<file path="config.mk">
export PLATFORM = sky130hd
export DESIGN_NAME = score_history_flat
export DESIGN_NICKNAME = d
export VERILOG_FILES = /design/src/rtl/score_history_if.sv /design/src/rtl/score_history.sv /design/src/flat_wrapper.sv
export SDC_FILE = /design/constraint.sdc
export NUM_CORES = 1
export LEC_CHECK = 0
export CORE_MARGIN = 3
export CORE_UTILIZATION = 55
export DETAILED_ROUTE_END_ITERATION = 10
export HOLD_SLACK_MARGIN = 0.1
export PLACE_DENSITY = 0.76
export SYNTH_ARGS = -nofsm -noshare
export SYNTH_HDL_FRONTEND = slang
export SYNTH_SLANG_ARGS = --single-unit
</file>
<file path="constraint.sdc">
create_clock -name mclk -period 8 [get_ports mclk]
set_input_delay 1.2 -clock mclk [delete_from_list [all_inputs] [get_ports mclk]]
set_output_delay 1.2 -clock mclk [all_outputs]
set_load 0.02 [all_outputs]
</file>
<file path="src/rtl/score_history_if.sv">
// score_history_if: groups the game-side score/browse controls and the display-side outputs.
// Latency: none; plain wires between the game logic and the history stage.
// Backpressure: none; all inputs are single-cycle pulses that the history stage always accepts.
interface score_history_if #(
  parameter int DEPTH = 8
);
  localparam int PTR_W = $clog2(DEPTH);
  localparam int CNT_W = PTR_W + 1;

  logic             clear;
  logic             score_valid;
  logic [15:0]      score;
  logic             browse;
  logic [31:0]      hex;
  logic [15:0]      best;
  logic [CNT_W-1:0] count;
  logic [PTR_W-1:0] sel_idx;

  // Game side: drives the round events, observes the display.
  modport master (
    output clear, score_valid, score, browse,
    input  hex, best, count, sel_idx
  );

  // History stage side.
  modport slave (
    input  clear, score_valid, score, browse,
    output hex, best, count, sel_idx
  );
endinterface

</file>
<file path="src/rtl/score_history.sv">
// score_history: circular round-score history with best-score tracking and 7-segment display of newest or browsed entry.
// Latency: count/best/state/sel_idx update on the sampling edge; hex is one register stage behind.
// Backpressure: none; every pulse is accepted, browse is dropped when it collides with clear or score_valid.
module score_history #(
  parameter int DEPTH   = 8,
  parameter int TIMEOUT = 3000
) (
  input  logic           mclk,
  input  logic           reset,
  score_history_if.slave bus
);
  localparam int          PTR_W     = $clog2(DEPTH);
  localparam int          CNT_W     = PTR_W + 1;
  localparam int          IDLE_W    = (TIMEOUT > 1) ? $clog2(TIMEOUT) : 1;
  localparam logic [15:0] BEST_INIT = 16'h9999;
  localparam logic [31:0] HEX_DASH  = 32'hBFBFBFBF;

  typedef enum logic [1:0] {
    ST_EMPTY  = 2'd0,
    ST_LAST   = 2'd1,
    ST_BROWSE = 2'd2
  } state_t;

  state_t            state, state_nxt;
  logic [15:0]       mem [DEPTH];
  logic [PTR_W-1:0]  wr_ptr, sel_idx, sel_nxt, rd_ptr;
  logic [CNT_W-1:0]  count, sel_inc;
  logic [15:0]       best, entry;
  logic [IDLE_W-1:0] idle_cnt, idle_nxt;
  logic [31:0]       hex, hex_nxt;
  logic              write_ev, browse_ev, timeout_ev, sel_wrap;
  logic              show_dash, dp_on;

  // Event qualification encodes the priority clear > score_valid > browse > timeout.
  assign write_ev   = bus.score_valid & ~bus.clear;
  assign browse_ev  = bus.browse & ~bus.score_valid & ~bus.clear;
  assign timeout_ev = (state == ST_BROWSE) & ~bus.browse & ~bus.score_valid & ~bus.clear
                    & (idle_cnt == IDLE_W'(TIMEOUT - 1));
  assign sel_inc    = {1'b0, sel_idx} + CNT_W'(1);
  assign sel_wrap   = (sel_inc == count);

  // State register.
  always_ff @(posedge mclk or posedge reset) begin
    if (reset) state <= ST_EMPTY;
    else       state <= state_nxt;
  end

  // Next-state selection.
  always_comb begin
    state_nxt = state;
    if (bus.clear) begin
      state_nxt = ST_EMPTY;
    end else if (bus.score_valid) begin
      state_nxt = ST_LAST;
    end else if (browse_ev) begin
      case (state)
        ST_LAST:   if (count > CNT_W'(1)) state_nxt = ST_BROWSE;
        ST_BROWSE: if (sel_wrap) state_nxt = ST_LAST;
        default:   state_nxt = state;
      endcase
    end else if (timeout_ev) begin
      state_nxt = ST_LAST;
    end
  end

  // FSM outputs: browse offset and idle counter follow the next state; display controls follow the current one.
  always_comb begin
    sel_nxt   = sel_idx;
    idle_nxt  = idle_cnt;
    show_dash = (state == ST_EMPTY);
    dp_on     = (state == ST_BROWSE);
    if (state_nxt != ST_BROWSE) begin
      sel_nxt  = '0;
      idle_nxt = '0;
    end else if ((state != ST_BROWSE) || browse_ev) begin
      // Entering BROWSE from LAST yields 0+1 = 1; a browse within BROWSE steps back one entry.
      sel_nxt  = sel_inc[PTR_W-1:0];
      idle_nxt = '0;
    end else begin
      idle_nxt = idle_cnt + IDLE_W'(1);
    end
  end

  // Browse offset and idle counter registers.
  always_ff @(posedge mclk or posedge reset) begin
    if (reset) begin
      sel_idx  <= '0;
      idle_cnt <= '0;
    end else begin
      sel_idx  <= sel_nxt;
      idle_cnt <= idle_nxt;
    end
  end

  // History bookkeeping: write pointer, saturating fill count and best score.
  always_ff @(posedge mclk or posedge reset) begin
    if (reset) begin
      wr_ptr <= '0;
      count  <= '0;
      best   <= BEST_INIT;
    end else if (bus.clear) begin
      wr_ptr <= '0;
      count  <= '0;
      best   <= BEST_INIT;
    end else if (bus.score_valid) begin
      // DEPTH is a power of two, so the pointer wraps on its own.
      wr_ptr <= wr_ptr + PTR_W'(1);
      if (count != CNT_W'(DEPTH)) count <= count + CNT_W'(1);
      if (bus.score < best) best <= bus.score;
    end
  end

  // Score storage; contents are don't-care while count is zero, so no reset.
  always_ff @(posedge mclk) begin
    if (write_ev) mem[wr_ptr] <= bus.score;
  end

  // Newest entry sits just behind the write pointer; sel_idx walks further back.
  assign rd_ptr = wr_ptr - PTR_W'(1) - sel_idx;
  assign entry  = mem[rd_ptr];

  function automatic logic [7:0] seg7(input logic [3:0] d);
    logic [7:0] s;
    case (d)
      4'd0:    s = 8'hC0;
      4'd1:    s = 8'hF9;
      4'd2:    s = 8'hA4;
      4'd3:    s = 8'hB0;
      4'd4:    s = 8'h99;
      4'd5:    s = 8'h92;
      4'd6:    s = 8'h82;
      4'd7:    s = 8'hF8;
      4'd8:    s = 8'h80;
      4'd9:    s = 8'h90;
      default: s = 8'hFF;
    endcase
    return s;
  endfunction

  // Display decode: dashes when empty, otherwise four digits with the HEX0 dp marking BROWSE.
  always_comb begin
    hex_nxt = {seg7(entry[15:12]), seg7(entry[11:8]), seg7(entry[7:4]), seg7(entry[3:0])};
    if (dp_on) hex_nxt[7] = 1'b0;
    if (show_dash) hex_nxt = HEX_DASH;
  end

  // Display register stage.
  always_ff @(posedge mclk or posedge reset) begin
    if (reset) hex <= HEX_DASH;
    else       hex <= hex_nxt;
  end

  assign bus.hex     = hex;
  assign bus.best    = best;
  assign bus.count   = count;
  assign bus.sel_idx = sel_idx;
endmodule

</file>
<file path="src/flat_wrapper.sv">
// flat-port wrapper written by rule: the top's interface ports become plain ports
module score_history_flat 
#(
  parameter int DEPTH   = 8,
  parameter int TIMEOUT = 3000
)
  (mclk, reset, bus_clear, bus_score_valid, bus_score, bus_browse, bus_hex, bus_best, bus_count, bus_sel_idx);
  score_history_if #(.DEPTH(DEPTH)) bus_i ();
  input  logic mclk;
  input  logic reset;
  input wire logic [$bits(bus_i.clear)-1:0] bus_clear;
  input wire logic [$bits(bus_i.score_valid)-1:0] bus_score_valid;
  input wire logic [$bits(bus_i.score)-1:0] bus_score;
  input wire logic [$bits(bus_i.browse)-1:0] bus_browse;
  output wire logic [$bits(bus_i.hex)-1:0] bus_hex;
  output wire logic [$bits(bus_i.best)-1:0] bus_best;
  output wire logic [$bits(bus_i.count)-1:0] bus_count;
  output wire logic [$bits(bus_i.sel_idx)-1:0] bus_sel_idx;
  assign bus_i.clear = bus_clear;
  assign bus_i.score_valid = bus_score_valid;
  assign bus_i.score = bus_score;
  assign bus_i.browse = bus_browse;
  assign bus_hex = bus_i.hex;
  assign bus_best = bus_i.best;
  assign bus_count = bus_i.count;
  assign bus_sel_idx = bus_i.sel_idx;
  score_history #(.DEPTH(DEPTH), .TIMEOUT(TIMEOUT)) u_core (.mclk(mclk), .reset(reset), .bus(bus_i));
endmodule
</file>
==> impl_metrics.tcl, run 1 <==
set metrics [dict create \
    status "finished, final reports clean" \
    core_um2 16800 \
    rsz0062_at_grt "false" \
    place_congestion 0.870 \
    cts_root_buf "clkbuf_16" \
    hold_depth 1 \
    yosysSeqAreaShare 0.587 \
    crit_slowest_cell "xnor3_2" \
    max_freq_ghz 0.234 \
    cts-htree-levels 4 \
    place_hpwl_mm 12.3 \
    cts_hold_buf 0 \
    p_sw_frac 0.277 \
    p_switching_uw 720 \
    path_buf_inv 1 \
    rows 47 \
    fin_skew_ns 0.00954 \
    die_h_um 138 \
    intPower_mw 1.87 \
    final_common_cell "edfxtp_1" \
    antenna_found_initial 0 \
    min_period_ns 4.26 \
    clock_latency_ns 0.44 \
    cp.arrival_ns 4.61 \
    startpoint_type "register" \
    crit_fanout 18 \
    ys_seq_elements 197 \
    powerDensity_nw_per_um2 234 \
    cts_num_sinks 197 \
    syn_avg_cell_area_um2 13.7 \
    post-place-ws_ns 3.64 \
    hold_violations 0 \
    cts_tree "yes" \
    timing.hold.ws_ns 0.502 \
    grt_max_degree 70 \
    portBuffers 72 \
    p_leak_nw 4.19 \
    grt-ovfl-total 0 \
    worstMarginPinSlew_ns 1.17 \
    maxCapViolCount 0 \
    grt_util_all_layers 0.211 \
    slowest_delay_ns 0.87 \
    ys_top_cells_by_area "edfxtp_1, dfrtp_1, dfstp_2, ha_1, mux4_2" \
    synthArstFlopShare 0.350 \
    synth-main-ff-cell "edfxtp_1" \
    wl_per_cell_um 19.1 \
    yosys.area.top_type "edfxtp_1" \
    combPwrFrac 0.219 \
    die_x_um 138 \
    slew_viol_final 0 \
    drt_iter0_drc 317 \
    worstRegToRegCells 11 \
    endpoint_kind "register" \
    grt_pass1_vias 5620 \
    netlist_area_um2 9570 \
    clock_path_buffers 2 \
    yosys_warnings 0 \
    path_delay_family "adder cells" \
    worstSetupPathDepth 11 \
    clkPwrFrac 0.327 \
    min_period_over_period 0.533 \
    drc 0 \
    synth_top_area_share 0.402 \
    dieArea_um2 19000 \
    drt_wl_total_mm 19.0 \
    start_util 0.569 \
    antennaDiodeCount 0 \
    final_cell_mix "edfxtp_1, clkdlybuf4s50_1, nor2_1" \
    hp-class "reg2reg" \
    layout_setup_ws_ns 3.74 \
    pin_count 76 \
    post_cts_buffers 0 \
    setup_viol 0 \
    synth_cells 699 \
    ant_nets 0 \
    vdd_drop_max_mv 0.170 \
    crit_type "reg2reg" \
    total_power_mw 2.59 \
    cts_buffers 17 \
    finalNetCount 832 \
    grt_pass1_wl_mm 30.3 \
    synth_edf_count 128 \
    synth_cell_types 74 \
    power_frac_seq 0.454 \
    slew-limit-headroom 0.219 \
    required_ns 8.35 \
    layout-drive-gt1-share 0.181 \
    setup-tns-final_ns 0 \
    dr.pass1.iters 5 \
    ctsResizeCount 0 \
    vias 5744 \
    area_growth_pct 15.8 \
    via_per_inst 5.76 \
    cts.clk_slew.worst_paths_ns 0.07 \
    crit_chain "ha_2 > fa_1 > xnor3_2 > nand2_2 > o22ai_1 > a2111oi_2 > inv_1 > ha_1 > nor2_1 > a211oi_1 > o21bai_1" \
]
-- cells in the mapped netlist (all sizes together), types with 3 or more instances --
| cell type | count |
|---|---|
| edfxtp | 128 |
| nor2 | 58 |
| nand2 | 47 |
| ha | 46 |
| inv | 39 |
| dfrtp | 36 |
| dfstp | 33 |
| mux2i | 32 |
| a21o | 26 |
| buf | 25 |
| mux4 | 24 |
| nor3 | 19 |
| a21oi | 17 |
| o21ai | 16 |
| xor2 | 13 |
| nand3 | 12 |
| nor3b | 9 |
| xnor2 | 9 |
| a211o | 8 |
| clkbuf | 8 |
| mux2 | 8 |
| nand2b | 8 |
| or2 | 7 |
| a211oi | 6 |
| and3 | 5 |
| nand4 | 4 |
| nand4b | 4 |
| nor2b | 4 |
| o21bai | 4 |
| o22ai | 4 |
| o31ai | 4 |
| o32ai | 4 |
| a2111oi | 3 |
| a31oi | 3 |
| nand3b | 3 |
| nor4 | 3 |
| or3 | 3 |
-- through the flow --
stage,instances,utilization,instance area (µm²)
6_report,997,0.659,11100
5_1_grt,997,0.659,11100
4_1_cts,997,0.659,11100
3_5_place_dp,965,0.624,10500
3_3_place_gp,965,0.624,10500
2_1_floorplan,701,-,9570
-- layer usage --
layer / track usage / share of wire / wire length, µm
met1: 0.295 / 0.45 / 8540
met2: 0.341 / 0.49 / 9330
met3: 0.0428 / 0.048 / 907
met4: 0.0593 / 0.013 / 246
met5: 0 / 0 / 0
-- registers in the layout, summed over array words and instances (netlist names) --
name,count
u_core.bus.best,16
u_core.idle_cnt,12
u_core.bus.sel_idx,3
u_core.state,2
u_core.bus.count,4
u_core.bus.hex,29
u_core.wr_ptr,3
u_core.mem,128
-- area by class of cell --
cell class / count / area (µm²)
Sequential cell: 197 / 5610
Tap cell: 220 / 275
Multi-Input combinational cell: 432 / 3700
Inverter: 39 / 146
Clock inverter: 12 / 138
Fill cell: 1182 / 5740
Clock buffer: 20 / 447
Timing Repair Buffer: 77 / 758
-- power by group through the flow --
stage / Sequential, mW / Combinational, mW / Clock (mW)
after detailed placement: 1.20 / 0.568 / 0
final: 1.18 / 0.569 / 0.848
after global placement: 1.19 / 0.552 / 0
after floorplan: 1.24 / 0.353 / 0
after global routing: 1.18 / 0.625 / 0.908
after CTS: 1.18 / 0.572 / 0.862
-- cells by family after synthesis --
kind of cell	count (synthesis)	synth area share
buf+inv	72	0.0357
xor+xnor	23	0.0254
fa+ha+maj	47	0.0623
simple gates	189	0.0990
other cells	1	0.000392
flops	197	0.587
compound gates	106	0.0828
mux	64	0.108
-- path summary, 6_finish.rpt --
check | start | end | slack, ns
max | u_core.wr_ptr[0] | u_core.bus.hex[20] | 3.74
min | u_core.idle_cnt[0] | u_core.idle_cnt[0] | 0.50
max reg2reg | u_core.wr_ptr[0] | u_core.bus.hex[20] | 3.74
min reg2reg | u_core.idle_cnt[0] | u_core.idle_cnt[0] | 0.50
max in group asynchronous | reset | u_core.bus.best[1] | 6.10
min in group asynchronous | reset | u_core.bus.hex[14] | 1.34
(Power assumes the default switching activity.)
==> run 2, diff against run 1 <==
- CORE_UTILIZATION: 55 -> 53
- PLACE_DENSITY: 0.76 -> 0.77
- clock period: 8 -> 3.8 ns (I/O delays scaled with it)
==> impl_metrics.tcl, run 2 (synthesized netlist as in run 1, its figures left out) <==
set metrics [dict create \
    status "finished, final reports clean" \
    required_ns 4.17 \
    reg.largest.list "u_core.mem (128), u_core.bus.hex (29), u_core.bus.best (16)" \
    total_power_mw 5.43 \
    min_period_ns 3.47 \
    place_congestion 0.860 \
    slew_viol_final 0 \
    drt_iter0_drc 497 \
    largest_reg_flops 128 \
    cp.arrival_ns 3.84 \
    crit_type "reg2reg" \
    r2r_start "u_core.bus.sel_idx[0]" \
    multi_input_area_um2 3660 \
    timing.hold.ws_ns 0.467 \
    regMostFlops "u_core.mem" \
    area_growth_pct 17.0 \
    p_leak_nw 4.28 \
    rows 48 \
    drt_wl_total_mm 19.4 \
    layout-drive-gt1-share 0.202 \
    vdd_drop_max_mv 0.364 \
    ff_latch_area_um2 5610 \
    dieArea_um2 19700 \
    final_cell_mix "edfxtp_1, clkdlybuf4s50_1, nor2_1" \
    cts-htree-levels 4 \
    drc 0 \
    slew-limit-headroom 0.400 \
    antennaDiodeCount 0 \
    cp-startpoint "u_core.bus.sel_idx[0]" \
    dr.pass1.iters 5 \
    portBuffers 72 \
    cts_tree "yes" \
    fin_skew_ns 0.00822 \
    start_util 0.547 \
    cts_buffers 17 \
    hp-class "in2async" \
    layout_setup_ws_ns 0.332 \
    vias 5921 \
    setup_viol 0 \
    cts_root_buf "clkbuf_16" \
    grt_max_degree 45 \
    worstMarginPinSlew_ns 0.901 \
    core_um2 17500 \
    powerDensity_nw_per_um2 485 \
    cts_num_sinks 197 \
    rsz0062_at_grt "false" \
    pin_count 76 \
    wl_per_cell_um 19.0 \
    startpoint_type "register" \
    final_common_cell "edfxtp_1" \
    max_freq_ghz 0.288 \
    post-place-ws_ns 0.359 \
    crit_fanout 10 \
    ant_nets 0 \
    via_per_inst 5.79 \
    finalNetCount 853 \
    cts_hold_buf 0 \
    endpoint_kind "register" \
    clock_path_buffers 2 \
    ctsResizeCount 0 \
    num-fill-cells 1234 \
    cts.clk_slew.worst_paths_ns 0.07 \
    grt_pass1_wl_mm 31.9 \
    antenna_found_initial 0 \
    grt-ovfl-total 0 \
    clock_latency_ns 0.44 \
    die_h_um 140 \
    min_period_over_period 0.913 \
    final_util 0.640 \
    die_x_um 140 \
    maxCapViolCount 0 \
    hold_violations 0 \
    setup-tns-final_ns 0 \
    grt_util_all_layers 0.207 \
    post_cts_buffers 0 \
    grt_pass1_vias 6106 \
    place_hpwl_mm 13.4 \
]
-- run 2: cell count changes in the layout (fill, tap and decap cells not counted), moves of 3 or more --
cell     previous run  this run
buf_4               5        26
inv_6               7         4
nor3b_2             1         5
nor3b_4             4         0
-- run 2: stage by stage --
stage / std cells / area, µm²
CTS: 1023 / 11200
detailed placement: 991 / 10600
floorplan: 701 / 9570
global placement: 991 / 10600
global route: 1023 / 11200
finish: 1023 / 11200
-- run 2: critical path, cell delays in order, from the launching register on --
cell and delay, ns:
dfrtp_1 0.49, inv_1 0.09, ha_2 0.19, fa_1 0.50
inv_2 0.22, or3_1 0.29, or2_2 0.16, a21oi_1 0.07
a2111oi_2 0.62, inv_1 0.18, ha_1 0.22, mux2i_1 0.12
nand2_1 0.07, a21o_1 0.19
-- run 2: area by class of cell --
type,instances,share of cell area
Clock buffer,22,0.0444
Clock inverter,10,0.00738
Inverter,39,0.0131
Multi-Input combinational cell,432,0.327
Sequential cell,197,0.501
Tap cell,225,0.0252
Timing Repair Buffer,98,0.0818
-- run 2: power breakdown --
group          leakage [nW]  total [mW]  internal [mW]  switching [mW]
logic                  2.01        1.23          0.538           0.689
clock network         0.282        1.73          0.948           0.785
registers              1.99        2.47           2.43          0.0428
-- run 2: final timing paths --
path / slack [ns] / cells after the start / to
max: 0.33 / 13 / u_core.bus.hex[0]
min reg2reg: 0.49 / 1 / u_core.idle_cnt[0]
min in group mclk: 0.49 / 1 / u_core.idle_cnt[0]
max in group asynchronous: 2.38 / 3 / u_core.bus.best[9]
max reg2reg: 0.33 / 13 / u_core.bus.hex[0]
min: 0.47 / 2 / u_core.bus.hex[6]
-- run 2: per-layer routing --
layer  routed length (µm)  track usage
met5                    0            0
met4                  340       0.0699
met3                  986       0.0464
met2                 9500        0.335
met1                 8620        0.279
==> run 3, diff against run 2 <==
- CORE_UTILIZATION: 53 -> 40
- PLACE_DENSITY: 0.77 -> not set
==> impl_metrics.tcl, run 3 (synthesized netlist as in run 1, its figures left out) <==
set metrics [dict create \
    cts_tree "yes" \
    startpoint_type "register" \
    required_ns 4.17 \
    status "finished, final reports clean" \
    worstMarginPinSlew_ns 1.07 \
    cts_hold_buf 0 \
    setup-tns-final_ns 0 \
    layout_setup_ws_ns 0.475 \
    portBuffers 72 \
    cts_root_buf "clkbuf_16" \
    rsz0062_at_grt "false" \
    pin_count 76 \
    ant_nets 0 \
    endpoint_kind "register" \
    vdd_drop_max_mv 0.300 \
    num-fill-cells 2008 \
    grt_pass1_wl_mm 33.0 \
    r2r_start "u_core.wr_ptr[1]" \
    use_met2 0.266 \
    start_util 0.415 \
    min_period_over_period 0.875 \
    max_freq_ghz 0.301 \
    dieArea_um2 25800 \
    clock_latency_ns 0.44 \
    grt_pass1_vias 6055 \
    die_h_um 161 \
    crit_fanout 10 \
    clock_path_buffers 2 \
    p_leak_nw 4.31 \
    globalRouteMet3Util 0.0366 \
    post_cts_buffers 0 \
    hp-class "in2async" \
    drt_iter0_drc 319 \
    top_usage_layer "met2" \
    antennaDiodeCount 0 \
    crit_type "reg2reg" \
    largest_reg_flops 128 \
    wl_per_cell_um 18.4 \
    maxCapViolCount 0 \
    powerDensity_nw_per_um2 488 \
    hold_violations 0 \
    final_util 0.493 \
    total_power_mw 5.54 \
    area_growth_pct 18.7 \
    drt_wl_total_mm 20.4 \
    place_hpwl_mm 14.0 \
    regMostFlops "u_core.mem" \
    setup_viol 0 \
    rows 55 \
    cp.arrival_ns 3.69 \
    layout-drive-gt1-share 0.205 \
    finalNetCount 855 \
    r2r-end "u_core.bus.hex[16]" \
    cts.clk_slew.worst_paths_ns 0.07 \
    grt_max_degree 42 \
    final_common_cell "edfxtp_1" \
    via_per_inst 5.22 \
    min_period_ns 3.33 \
    r2r_slack_ns 0.47 \
    die_x_um 161 \
    place_congestion 0.853 \
    ff_latch_area_um2 5610 \
    vias 5815 \
    cts_num_sinks 197 \
    antenna_found_initial 1 \
    fin_skew_ns 0.0136 \
    core_um2 23100 \
    post-place-ws_ns 0.473 \
    grt-ovfl-total 0 \
    multi_input_area_um2 3660 \
    drc 0 \
    grt_util_all_layers 0.164 \
    cts-htree-levels 4 \
    dr.pass1.iters 5 \
    cts_buffers 17 \
    met1_usage 0.224 \
    worstRegToRegCells 11 \
    reg.largest.list "u_core.mem (128), u_core.bus.hex (29), u_core.bus.best (16)" \
    slew_viol_final 0 \
    ctsResizeCount 0 \
    slew-limit-headroom 0.285 \
    final_cell_mix "edfxtp_1, clkdlybuf4s50_1, nor2_1" \
]
[run 3: report_power, final]
| group | switching (mW) | total, mW | internal (mW) |
|---|---|---|---|
| registers | 0.0407 | 2.47 | 2.43 |
| logic | 0.700 | 1.24 | 0.541 |
| clock network | 0.876 | 1.83 | 0.953 |
| total | 1.62 | 5.54 | 3.92 |
[run 3: worst max-delay path by stage]
stage | slack (ns) | to | startpoint | depth (start not counted)
after floorplan | 0.54 | u_core.bus.hex[0] | u_core.bus.sel_idx[0] | 13
after global placement | 0.57 | u_core.bus.hex[16] | u_core.bus.sel_idx[0] | 13
after detailed placement | 0.47 | u_core.bus.hex[16] | u_core.wr_ptr[1] | 11
after CTS | 0.45 | u_core.bus.hex[16] | u_core.wr_ptr[1] | 11
after global routing | 0.18 | u_core.bus.hex[16] | u_core.wr_ptr[1] | 11
final | 0.47 | u_core.bus.hex[16] | u_core.wr_ptr[1] | 11
[run 3: per-layer routing]
metal / share of wire / wire length (µm) / vias to the layer above
met5: 0 / 0 / -
met4: 0.012 / 254 / 0
met3: 0.037 / 760 / 18
met2: 0.47 / 9680 / 141
met1: 0.48 / 9740 / 2920
li1: - / - / 2736
[run 3: per-stage QoR]
step	hold slack, ns	instance area (µm²)	std cells
floorplan	0.452	9570	701
global placement	0.475	10800	1081
detailed placement	0.487	10800	1081
CTS	0.462	11400	1113
global route	0.473	11400	1113
finish	0.475	11400	1113
[run 3: worst max-delay path, cell delays in order (launching register included)]
cell,delay (ns)
dfrtp_1,0.56
fa_1,0.55
inv_2,0.21
or3_1,0.26
or2_0,0.17
a21oi_1,0.09
a2111oi_2,0.60
inv_1,0.17
ha_1,0.23
mux2i_1,0.12
nand2_1,0.08
a21o_1,0.20
[run 3: cell type report]
type | instances | share of cell area
tap | 313 | 0.0345
clock buffer | 18 | 0.0378
timing repair buffer | 100 | 0.0831
multi-input combinational | 432 | 0.322
sequential | 197 | 0.494
clock inverter | 14 | 0.0158
inverter | 39 | 0.0129
==> RTL change 1, RTL diff (config.mk and constraints of run 2) <==
Reset style: synchronous (`reset`), changed in 4 clocked blocks.
--- a/src/rtl/score_history.sv
+++ b/src/rtl/score_history.sv
@@ -41,5 +41,5 @@
 
   // State register.
-  always_ff @(posedge mclk or posedge reset) begin
+  always_ff @(posedge mclk) begin
     if (reset) state <= ST_EMPTY;
     else       state <= state_nxt;
@@ -83,5 +83,5 @@
 
   // Browse offset and idle counter registers.
-  always_ff @(posedge mclk or posedge reset) begin
+  always_ff @(posedge mclk) begin
     if (reset) begin
       sel_idx  <= '0;
@@ -94,5 +94,5 @@
 
   // History bookkeeping: write pointer, saturating fill count and best score.
-  always_ff @(posedge mclk or posedge reset) begin
+  always_ff @(posedge mclk) begin
     if (reset) begin
       wr_ptr <= '0;
@@ -146,5 +146,5 @@
 
   // Display register stage.
-  always_ff @(posedge mclk or posedge reset) begin
+  always_ff @(posedge mclk) begin
     if (reset) hex <= HEX_DASH;
     else       hex <= hex_nxt;
Function: differs if reset is asserted again (counterexample within 4 cycles, from zero or initial values and one cycle with reset high); with reset held inactive, the same outputs for 4 cycles.
==> RTL change 1 against run 2 <==
Count of clock-buffer cells in the layout decreased by 3. Cell count rose by 12%. Routed wire length up 13%. Design area is 0.51% higher. Critical path depth down 3. Synthesized area barely moved. Sequential cell count is the same. Sequential share of layout area fell by 3.7 points. Worst setup slack got worse by 0.0066 ns. Critical path type unchanged.
Power is not compared: it rests on default switching activity, and its combinational part moved more than twofold at a synthesized area within 25%.
==> RTL change 1: results (changes against run 2) <==
| Metric | Value |
|---|---|
| Status | finished, final reports clean |
| Clock Skew | 0.0102 ns (+0.00196 ns) |
| Fillers | 1322 (+7.1%) |
| FF-to-FF setup slack | 0.33 ns |
| Global-route wire length before repair | 34500 um (+8.4%) |
| Dpl ws | 0.374 ns (+0.0144 ns) |
| Worst VDD drop | 0.000354 V |
| Worst hold slack | 0.473 ns (+0.00577 ns) |
| Tightest Hold Check Type | reg2reg |
| Placement Cell Area | 10600 sq um (+0.29%) |
| P_leak | 4.11 nW |
| Vias in the first global route | 6428 (+5.3%) |
| DRT Pass-1 Iters | 7 (+2) |
| R2r startpoint | u_core.wr_ptr[1] |
| Gate Count Post-Synth | 821 (+17%) |
| Slew of the pin with the lowest slew margin | 0.697 ns (-0.204 ns) |
| Distinct cells, synth | 84 (+14%) |
| Largest net degree at the start of global routing | 42 (-6.7%) |
| Critical path endpoint | u_core.bus.hex[12] |
| Reg2Reg Depth | 10 (-3) |
| Initial antenna violation count | 0 (unchanged) |
| Postcts setup bufs | 0 (unchanged) |
| Fin crit share | 91.4% (+0.17 points) |
| Fin cells | 1142 (+12%) |
| GP Congestion | 0.873 (+1.5%) |
| Input/output buffers | 72 (unchanged) |
| Via Count | 6766 (+14%) |
| Wire length per cell | 19.2 um (+0.87%) |
| CP Launch Type | flop |
| Layout net count | 972 (+14%) |
| Number of flops mapped to enable cells by yosys | 128 (unchanged) |
| Largest Pwr Group | registers |
| Synth cell count leaders | edfxtp_1, nor2_1, dfxtp_1 |
| Hold Startpoint | u_core.idle_cnt[0] |
| Hpwl dp | 14900 um (+11%) |
| Critical Path AT | 3.84 ns (about the same) |
| Share of cells above drive strength 1 | 11.0% (-9.2 points) |
| Largest buffer count on any clock path | 2 (unchanged) |
| Worst-path maximum fanout | 29 (+19) |
| Hold Path Sink | u_core.idle_cnt[0] |
| Total Power | 4.71 mW |
| Root Buffer | clkbuf_16 |
| Seq/Total Area, Yosys | 54.6% (-4.0 points) |
| Post-synth ARST share | 0% (-35 points) |
| Largest regs | u_core.mem (128), u_core.bus.hex (29), u_core.bus.best (16) |
| Gr usage total | 22.5% (+1.8 points) |
| Synth warnings | 0 (unchanged) |
| Clock slew at reported path FFs | 0.08 ns |
| Internal Power | 3.53 mW |
| Top post-synthesis cells by area | edfxtp_1, dfxtp_1, mux2i_1, ha_1, nor2_1 |
| Initial DRC count | 652 (+31%) |
## RTL change 1: timing repair
| item | in CTS | in global routing |
|---|---|---|
| hold endpoints to repair | 0 | 0 |
| setup endpoints to repair | 0 | 1 |
| gates resized for setup | 0 | 1 |
## RTL change 1: worst max-delay path, stage by stage (launching register included)
cell,delay (ns)
dfxtp_1,0.45
inv_1,0.14
fa_1,0.59
xnor2_4,0.28
buf_4,0.36
buf_4,0.28
nor3_1,0.07
o31ai_1,0.23
nand4bb_1,0.42
mux2_2,0.42
a32oi_1,0.14
## RTL change 1: cells by family after synthesis
group                    count (synthesis)  synth area share, %
AND/OR/NAND/NOR                        257                 14.3
flip-flops                             197                 54.6
AO/OA/AOI/OAI                          135                 10.3
buffers and inverters                   92                 4.49
multiplexers                            65                 6.93
adder cells (fa/ha/maj)                 47                 6.23
XOR/XNOR                                27                 3.09
other                                    1               0.0392
## RTL change 1: metal layers
| layer | GRT usage (%) | part of all wire (%) | vias to the layer above |
|---|---|---|---|
| met5 | 0 | 0 | - |
| met4 | 6.94 | 2.0 | 0 |
| met3 | 4.06 | 6.7 | 38 |
| met2 | 37.2 | 48 | 286 |
| met1 | 30.4 | 43 | 3245 |
| li1 | - | - | 3197 |
## RTL change 1: final cells by class
| type | instances | area [sq um] | area share (%) |
|---|---|---|---|
| multi-input cells | 534 | 3950 | 35.1 |
| clock inverters | 13 | 161 | 1.43 |
| clock buffers | 19 | 433 | 3.85 |
| well taps | 225 | 282 | 2.50 |
| inverters | 44 | 165 | 1.47 |
| flip-flops and latches | 197 | 5230 | 46.5 |
| repair buffers | 110 | 1030 | 9.16 |
==> RTL change 2, RTL diff (settings of run 2) <==
Made on the original files. `DEPTH` is set to 8 in 3 places; all go to 4.
--- a/src/rtl/score_history_if.sv
+++ b/src/rtl/score_history_if.sv
@@ -3,5 +3,5 @@
 // Backpressure: none; all inputs are single-cycle pulses that the history stage always accepts.
 interface score_history_if #(
-  parameter int DEPTH = 8
+  parameter int DEPTH = 4
 );
   localparam int PTR_W = $clog2(DEPTH);
--- a/src/rtl/score_history.sv
+++ b/src/rtl/score_history.sv
@@ -3,5 +3,5 @@
 // Backpressure: none; every pulse is accepted, browse is dropped when it collides with clear or score_valid.
 module score_history #(
-  parameter int DEPTH   = 8,
+  parameter int DEPTH   = 4,
   parameter int TIMEOUT = 3000
 ) (
--- a/src/flat_wrapper.sv
+++ b/src/flat_wrapper.sv
@@ -2,5 +2,5 @@
 module score_history_flat 
 #(
-  parameter int DEPTH   = 8,
+  parameter int DEPTH   = 4,
   parameter int TIMEOUT = 3000
 )
Ports: changed (resized bus_count and bus_sel_idx); port bits go from 76 to 74. No check against the original RTL was run, so the function may have changed too.
==> RTL change 2 against run 2 <==
Non-clock buffer count down 24. Clock power down 2%. Power down 26%. Die area down 30%. Synthesized cell count down 26%. First-iteration DRC count down 52%. Routed wire length down 39%. Synthesized area down 32%. Design area down 29%. Worst setup slack better by 0.84 ns. Sequential power down 34%. Sequential cell count down 67.
==> RTL change 2: results (changes against run 2) <==
| Metric | Value |
|---|---|
| Tightest Hold Check Type | reg2reg |
| Slowest-stage cell, CP | xnor3_2 |
| Post-synth ARST share | 50.8% (+16 points) |
| DP Cell Count | 714 (-28%) |
| Multi-input gates | 321 (-26%) |
| Hpwl dp | 7990 um (-40%) |
| Dpl ws | 0.866 ns (+0.507 ns) |
| Number of flops mapped to enable cells by yosys | 64 (-50%) |
| Input/output buffers | 70 (-2.8%) |
| Placement Cell Area | 7320 sq um (-31%) |
| Largest net degree at the start of global routing | 42 (-6.7%) |
| Fillers | 829 (-33%) |
| Clk_lat worst skew | 0.41 ns (-0.03 ns) |
| Global-route wire length before repair | 20300 um (-36%) |
| Initial DRC count | 239 (-52%) |
| Clock slew at reported path FFs | 0.05 ns (-0.02 ns) |
| Largest regs | u_core.mem (64), u_core.bus.hex (29), u_core.bus.best (16) |
| Top post-synthesis cells by area | edfxtp_1, dfstp_2, dfrtp_1, ha_1, mux2i_1 |
| Layout net count | 659 (-23%) |
| Worst VDD drop | 0.000265 V (-27%) |
| Routed WL | 12000 um (-39%) |
| Worst-path maximum fanout | 20 (+10) |
| Distinct cells, synth | 50 (-32%) |
| Vias in the first global route | 4238 (-31%) |
| Fin cells | 746 (-27%) |
| Critical Path AT | 2.96 ns (-0.88 ns) |
| Area of the multi-input gates | 2620 sq um (-28%) |
| Gr usage total | 19.3% (-1.4 points) |
| Synth cell count leaders | edfxtp_1, nor2_1, ha_1 |
| Via Count | 4049 (-32%) |
| Inverters | 46 (+18%) |
| P_leak | 3.31 nW (-23%) |
| DRT Pass-1 Iters | 4 (-1) |
| Synth Register Bits | 130 (-34%) |
| Clkbuf count | 21 (-4.5%) |
| GP Congestion | 0.830 (-3.6%) |
| Seq/Total Area, Yosys | 55.3% (-3.3 points) |
| Cell Area, Synth | 6530 sq um (-32%) |
| Non-clock buffers | 74 (-24%) |
| Share of cells above drive strength 1 | 15.6% (-4.6 points) |
| Max-slew headroom | 24.0% (-16 points) |
| Synth-to-layout area growth | 21.7% |
| Status | finished, final reports clean |
| Clock-cell share | 7.95% (+2.8 points) |
[RTL change 2: metal layers]
metal / vias up / track usage (%) / share of wire [%]
met4: 0 / 8.72 / 1.8
li1: 1954 / - / -
met3: 19 / 3.60 / 3.6
met5: - / 0 / 0
met2: 98 / 30.2 / 48
met1: 1978 / 26.4 / 47
[RTL change 2: final timing paths]
kind | start | end | slack [ns] | cells after the start
min in group asynchronous | reset | u_core.bus.hex[30] | 0.53 | 2
hold / removal | u_core.idle_cnt[0] | u_core.idle_cnt[0] | 0.46 | 1
setup reg to reg | u_core.bus.sel_idx[0] | u_core.bus.hex[11] | 1.17 | 8
max in group asynchronous | reset | u_core.bus.best[11] | 2.35 | 3
setup / recovery | u_core.bus.sel_idx[0] | u_core.bus.hex[11] | 1.17 | 8
hold reg to reg | u_core.idle_cnt[0] | u_core.idle_cnt[0] | 0.46 | 1
[RTL change 2: worst max-delay path: cells and delay by family (launching register included)]
kind                     cells  cell delay [ns]
flip-flops                   1             0.46
buffers and inverters        2             0.12
XOR/XNOR                     1             0.60
multiplexers                 2             0.54
adder cells (fa/ha/maj)      2             0.54
AO/OA/AOI/OAI                1             0.28
[RTL change 2: logic make-up (layout without fill, tap and decap cells)]
group | after synthesis | in the layout | synth area share (%)
and+or+nand+nor | 132 | 132 | 10.5
DFF | 130 | 130 | 55.3
AOI/OAI and AO/OA | 68 | 68 | 6.93
buffers and inverters | 66 | 152 | 4.64
muxes | 49 | 49 | 10.3
adders and majority gates | 48 | 48 | 9.20
xor gates and xnor gates | 21 | 21 | 3.05
other | 1 | 3 | 0.0574
[RTL change 2: report_power, final]
group,internal (mW),leakage [nW],total [mW],switching (mW)
sequential,1.59,1.38,1.62,0.0342
clock,1.11,0.305,1.69,0.585
combinational,0.318,1.63,0.725,0.408
